[src/rtl/onehot_scanner.sv]
// Registered one-hot scan decoder: Y = 1 << IDX, stepped by a DIV+1 prescaler or loaded from SEL.
// Latency: 1 cycle from sampled inputs to all outputs; no input-to-output combinational paths.
// Backpressure: none; EN low freezes the prescaler and index. Optional BLANK port: ONEHOT_SCANNER_BLANK_EN.
module onehot_scanner #(
    parameter int N     = 8,
    parameter int M     = $clog2(N),
    parameter int DIV_W = 16
) (
    input  logic             CLK,
    input  logic             RESET,
    input  logic             EN,
    input  logic             LOAD,
    input  logic [M-1:0]     SEL,
    input  logic             DIR,
    input  logic [DIV_W-1:0] DIV,
`ifdef ONEHOT_SCANNER_BLANK_EN
    input  logic             BLANK,
`endif
    output logic [N-1:0]     Y,
    output logic [M-1:0]     IDX,
    output logic             WRAP,
    output logic             ERR
);

    localparam logic [M-1:0]     IDX_LAST = M'(N - 1);
    localparam logic [M-1:0]     IDX_ONE  = M'(1);
    localparam logic [DIV_W-1:0] CNT_ONE  = DIV_W'(1);
    localparam logic [N-1:0]     Y_FIRST  = N'(1);

    logic [DIV_W-1:0] cnt;
    logic [DIV_W-1:0] cnt_nxt;
    logic [M-1:0]     idx_nxt;
    logic [N-1:0]     y_nxt;
    logic             wrap_nxt;
    logic             err_nxt;
    logic             sel_ok;
    logic             step_due;

    // With a power-of-two N every SEL encoding is a valid index.
    generate
        if ((1 << M) == N) begin : g_sel_full
            assign sel_ok = 1'b1;
        end else begin : g_sel_range
            assign sel_ok = (SEL <= IDX_LAST);
        end
    endgenerate

    // >= rather than == so a DIV lowered below cnt steps immediately.
    assign step_due = (cnt >= DIV);

    always_comb begin
        idx_nxt  = IDX;
        cnt_nxt  = cnt;
        wrap_nxt = 1'b0;
        err_nxt  = 1'b0;
        if (LOAD) begin
            cnt_nxt = '0;
            if (sel_ok) begin
                idx_nxt = SEL;
            end else begin
                err_nxt = 1'b1;
            end
        end else if (EN) begin
            if (step_due) begin
                cnt_nxt = '0;
                if (DIR) begin
                    if (IDX == '0) begin
                        idx_nxt  = IDX_LAST;
                        wrap_nxt = 1'b1;
                    end else begin
                        idx_nxt = IDX - IDX_ONE;
                    end
                end else begin
                    if (IDX == IDX_LAST) begin
                        idx_nxt  = '0;
                        wrap_nxt = 1'b1;
                    end else begin
                        idx_nxt = IDX + IDX_ONE;
                    end
                end
            end else begin
                cnt_nxt = cnt + CNT_ONE;
            end
        end

        y_nxt = Y_FIRST << idx_nxt;
`ifdef ONEHOT_SCANNER_BLANK_EN
        if (BLANK) begin
            y_nxt = '0;
        end
`endif
    end

    always_ff @(posedge CLK) begin
        if (RESET) begin
            IDX  <= '0;
            Y    <= Y_FIRST;
            cnt  <= '0;
            WRAP <= 1'b0;
            ERR  <= 1'b0;
        end else begin
            IDX  <= idx_nxt;
            Y    <= y_nxt;
            cnt  <= cnt_nxt;
            WRAP <= wrap_nxt;
            ERR  <= err_nxt;
        end
    end

endmodule

[config.mk]
export PLATFORM = sky130hd
export DESIGN_NAME = onehot_scanner
export DESIGN_NICKNAME = d
export VERILOG_FILES = /design/src/rtl/onehot_scanner.sv
export SDC_FILE = /design/constraint.sdc
export NUM_CORES = 1
export LEC_CHECK = 0
export BUFFER_PORTS_ARGS = -buffer_cell sky130_fd_sc_hd__buf_2
export CAP_MARGIN = 20
export CORE_ASPECT_RATIO = 0.6
export CORE_UTILIZATION = 45
export DETAILED_ROUTE_END_ITERATION = 12
export PLACE_DENSITY = 0.77
export SETUP_SLACK_MARGIN = 0.2
export SLEW_MARGIN = 10
export SYNTH_ARGS = -nofsm -noshare
export SYNTH_HDL_FRONTEND = slang
export SYNTH_SLANG_ARGS = --single-unit
[constraint.sdc]
create_clock -name CLK -period 3.1 [get_ports CLK]
set_input_delay 0.31 -clock CLK [delete_from_list [all_inputs] [get_ports CLK]]
set_output_delay 0.31 -clock CLK [all_outputs]
set_load 0.05 [all_outputs]
# --- After elaboration in Yosys (flattened, before gate mapping) ---
# Index checks and enable logic that the tools add are counted.
classes:
  n_addsub: 3
  magnitude_cmp: 1
  n_eq_ne: 1
  shifts: 1
  muxes: 10
  n_bitwise: 2
  reduce_logical: 3
op_table:
  columns: ["cell", "n"]
  rows:
  - ["two-way mux 3 bit", 6]
  - ["adder 16 x 1 -> 16 bit (second input constant)", 1]
  - [">= comparator 16 bit", 1]
  - ["two-way mux 16 bit", 1]
  - ["left shift 1 x 3 -> 8 bit (first input constant)", 1]
  - ["OR reduction 4 bit", 1]
  - ["adder 3 x 1 -> 3 bit (second input constant)", 1]
  - ["== test 3 bit (second input constant)", 1]
  - ["zero test 3 bit", 1]
  - ["two-way mux 1 bit", 3]
  - ["subtractor 3 x 1 -> 3 bit (second input constant)", 1]
  - ["inverter 1 bit", 2]
  - ["OR reduction 2 bit", 1]
totals:
  regBits: 28
  in_bits: 24
  out_inout_bits: 13
  elab_cells: 25

# --- Logic depth before layout (Yosys ltp) ---
depth:
  word_depth: 7
  mapped_depth: 9

# --- Worst setup path after synthesis ---
# No wires, ideal clock.
synth_path:
  path_kind: "register -> register"
  from: "reg cnt[0]"
  to: "reg Y[0]"
  setup_time_ns: 0.059
  arrival_time_ns: 2.193
  path_slack_ns: 0.847
  stages_incl_launch_ff: 9
  n_path_buf: 0
  period_less_slack_ns: 2.253
  cell_sequence: "dfxtp_1 inv_1 ha_1 nand2b_4 a2111o_1 a32oi_2 a21oi_2 a311oi_2 a31o_1"
synth_between:
  elab_chain_len: 5
synth_lines:
  columns: ["item", "line_no", "source"]
  rows:
  - ["start: declaration", "30", "logic [DIV_W-1:0] cnt;"]
  - ["start signal: assignment", "104", "cnt <= cnt_nxt;"]
  - [">= comparator 16 bit", "49", "assign step_due = (cnt >= DIV);"]
  - ["two-way mux 3 bit", "64", "if (step_due) begin"]
  - ["two-way mux 3 bit", "63", "end else if (EN) begin"]
  - ["two-way mux 3 bit", "56", "if (LOAD) begin"]
  - ["left shift 1 x 3 -> 8 bit", "86", "y_nxt = Y_FIRST << idx_nxt;"]
  - ["end signal: assignment", "103", "Y <= y_nxt;"]
  - ["end: declaration", "19", "output logic [N-1:0] Y,"]
# No other way between the ends.
# A chain may end at the register's enable or synchronous reset.

# --- Worst setup path after layout ---
layout_path:
  from: "reg cnt[0]"
  to: "reg Y[1]"
# Same word-level chain as after synthesis.

==> PnR_summary.wiki <==
{| class="wikitable"
! Metric !! Value
|-
| Maximum number of pins on one net before global-route repair || 17
|-
| Post-synthesis cell type count || 44
|-
| Share of flip-flops with an asynchronous set or reset || 0%
|-
| Setup fix buffers added after clock tree synthesis || 0
|-
| Hold Fails Final Rpt || 0
|-
| Number of global-route vias before repair || roughly 1300
|-
| Primary flip-flop cell chosen by synthesis mapping || sky130_fd_sc_hd__dfxtp_1
|-
| Startpoint class of the critical path || flip-flop
|-
| Clock transition at path regs || around 0.1 ns
|-
| Final setup viols || 0
|-
| Pwr Density || between 300 and 400 mW/mm^2
|-
| Chip height || 50.2 um
|-
| Routed via count || 1469
|-
| Final routed DRC violation total || 0
|-
| Tot GR Track Use || between 15 and 20%
|-
| Highest ir drop seen on vdd || between 150 and 200 uV
|-
| Global-route wire length before repair || slightly above 6000 um
|-
| Leading cell types in the layout, fill and taps excluded || sky130_fd_sc_hd__buf_2, sky130_fd_sc_hd__dfxtp_1, sky130_fd_sc_hd__nor2_1, sky130_fd_sc_hd__ha_1, sky130_fd_sc_hd__inv_1
|-
| Count of TritonRoute iterations in the first routing pass || 4
|-
| Total of warnings raised by yosys || 0
|-
| Layout Utilization || a little over half
|-
| Antenna cell count || 0
|-
| Clock tree from TritonCTS || built
|-
| Half-perimeter wire length after placement || about 2900 um
|-
| Clk Latency, worst-skew pair || 0.28 ns
|-
| Clk Tree Root Cell || sky130_fd_sc_hd__clkbuf_8
|-
| Gate count after technology mapping || 200
|-
| Worst hold slack after final layout || about 0.34 ns
|-
| Crit-path max FO || 5
|-
| Initial core utilization || 47.3%
|-
| Post-detailed-route wirelength per cell || between 10 and 15 um
|-
| Post-Place Setup Slack || 0.558 ns
|-
| RSZ-0062 raised after global routing || false
|-
| Share of the clock period used by the worst path || between 80% and 90%
|-
| Total Die Area || 0.00413 mm^2
|-
| Syn Nets || between 200 and 250
|-
| Number of enable flip-flop cells after synthesis || 0
|-
| Sequential area share after synthesis || around 32%
|-
| Arrival time worst endpoint || about 2.8 ns
|-
| Ratio of routed vias to standard cells || roughly 5.2
|-
| Rows || 17
|-
| # Max-Cap Violations || 0
|-
| X dimension of the die || 82.3 um
|-
| Peak clock frequency supported by timing || 388 MHz
|-
| Worst endpoint required time || 3.27 ns
|-
| Clk buf depth || 2
|-
| Max-slew violation count || 0
|-
| Antenna violations before repair || 0
|-
| Result of the run || completed
|-
| Leak || between 0.9 and 1 nW
|-
| Core area || 0.00368 mm^2
|-
| Final min period || between 2 and 3 ns
|-
| FF+latch count, synth || 28
|-
| Most common cell after layout, fill and taps aside || sky130_fd_sc_hd__buf_2
|-
| DRT Wirelength || around 3600 um
|-
| Top-level I/O count || 37
|-
| Element type at the critical path end || flip-flop
|-
| Number of buffers created by CTS || 3
|-
| Fin Clk Skew || ~0.010 ns
|-
| # port buffers || 35
|-
| First DRT Iteration DRCs || 74
|-
| Remaining number of nets flagged by the antenna check after routing || 0
|-
| Least setup slack across all paths after layout || ~0.52 ns
|-
| Post-cts gate resize count || 0
|-
| Weighted congestion reported at the end of routability-driven placement || around 0.78
|-
| Sink Count || 28
|-
| Hold-fix buffers, CTS || 0
|-
| Total number of H-tree levels || 1
|-
| Mean area per synthesized cell || between 8 and 9 um^2
|-
| Total global routing overflow || 0
|-
| Fraction of layout cells with a size suffix above 1 || approximately 23%
|-
| Category of the most critical setup path || flip-flop to flip-flop
|-
| Aggregate negative setup slack || 0 ns
|-
| Total power || slightly below 0.8 mW
|-
| Slew at the pin closest to its max-slew limit || around 0.57 ns
|-
| Nets || 280
|-
| Area of the mapped netlist || between 0.0015 and 0.002 mm^2
|-
| Max transition margin || approximately 62%
|-
| Min-delay worst type || input pin to flip-flop
|-
| Area grow syn2layout || 15.0%
|}
[cells in the mapped netlist, types with 2 or more instances]
library cell	number	area [um^2]
sky130_fd_sc_hd__nand3_1	9	45.0
sky130_fd_sc_hd__ha_1	21	263
sky130_fd_sc_hd__nand2_1	14	52.6
sky130_fd_sc_hd__xor2_1	8	70.1
sky130_fd_sc_hd__mux2i_1	2	20.0
sky130_fd_sc_hd__clkbuf_8	2	27.5
sky130_fd_sc_hd__nor4b_2	2	30.0
sky130_fd_sc_hd__a21oi_1	9	45.0
sky130_fd_sc_hd__nand4_1	7	43.8
sky130_fd_sc_hd__xnor2_1	8	70.1
sky130_fd_sc_hd__inv_1	20	75.1
sky130_fd_sc_hd__o21ai_0	7	35.0
sky130_fd_sc_hd__nor2_1	26	97.6
sky130_fd_sc_hd__nor3_1	4	20.0
sky130_fd_sc_hd__nand2b_1	2	12.5
sky130_fd_sc_hd__nor4_1	4	25.0
sky130_fd_sc_hd__dfxtp_1	28	561
[state kept, by name, indices dropped and copies added (netlist names)]
name,flops
WRAP,1
cnt,16
IDX,3
Y,8
[kinds of logic after synthesis]
family / share of synthesized area, %
AND/OR/NAND/NOR: 24.4
flip-flops: 32.2
AO/OA/AOI/OAI: 11.2
buffers and inverters: 6.82
adder cells (fa/ha/maj): 15.1
XOR/XNOR: 8.05
multiplexers: 2.01
other: 0.215
[area by class of cell]
| type | count | area (um^2) |
|---|---|---|
| clock buffer | 3 | 41.3 |
| clock inverter | 1 | 30.0 |
| fill | 354 | 1680 |
| inverter | 20 | 75.1 |
| multi-input combinational | 147 | 1060 |
| sequential | 28 | 561 |
| tap | 47 | 58.8 |
| timing repair buffer | 35 | 175 |
[layer usage]
layer	track usage (%)	vias to the layer above	wire (um)	share of wire (%)
met4	1.75	0	20	0.56
met3	3.82	2	217	6.0
met2	27.0	50	1460	41
met5	0	-	0	0
li1	-	756	-	-
met1	32.0	661	1900	53
[through the flow]
stage                     instances  area (um^2)
final                           281         2000
after global routing            281         2000
after CTS                       281         2000
after detailed placement        277         1930
after global placement          277         1930
after floorplan                 200         1740
[power by group]
| part | internal (mW) | switching (mW) | leakage, nW |
|---|---|---|---|
| combinational | 0.0423 | 0.0749 | 0.658 |
| sequential | 0.366 | 0.00506 | 0.227 |
| clock | 0.173 | 0.119 | 0.0357 |
| total | 0.581 | 0.199 | 0.920 |
[critical path, cell delays in order, from the launching register on]
cell and delay, ns:
sky130_fd_sc_hd__dfxtp_1 0.44, sky130_fd_sc_hd__inv_1 0.07, sky130_fd_sc_hd__ha_1 0.27, sky130_fd_sc_hd__nand2b_4 0.13, sky130_fd_sc_hd__a2111o_1 0.44, sky130_fd_sc_hd__a32oi_2 0.31
sky130_fd_sc_hd__a21oi_2 0.12, sky130_fd_sc_hd__a311o_1 0.40, sky130_fd_sc_hd__nor4_1 0.30
[path summary, 6_finish.rpt]
check	startpoint	endpoint	slack [ns]	cells after the start
min	RESET	IDX[1]	0.34	2
max	cnt[0]	Y[1]	0.52	8
min reg2reg	cnt[15]	cnt[15]	0.55	2
max reg2reg	cnt[0]	Y[1]	0.52	8
Power figures use the tool's default switching activity.
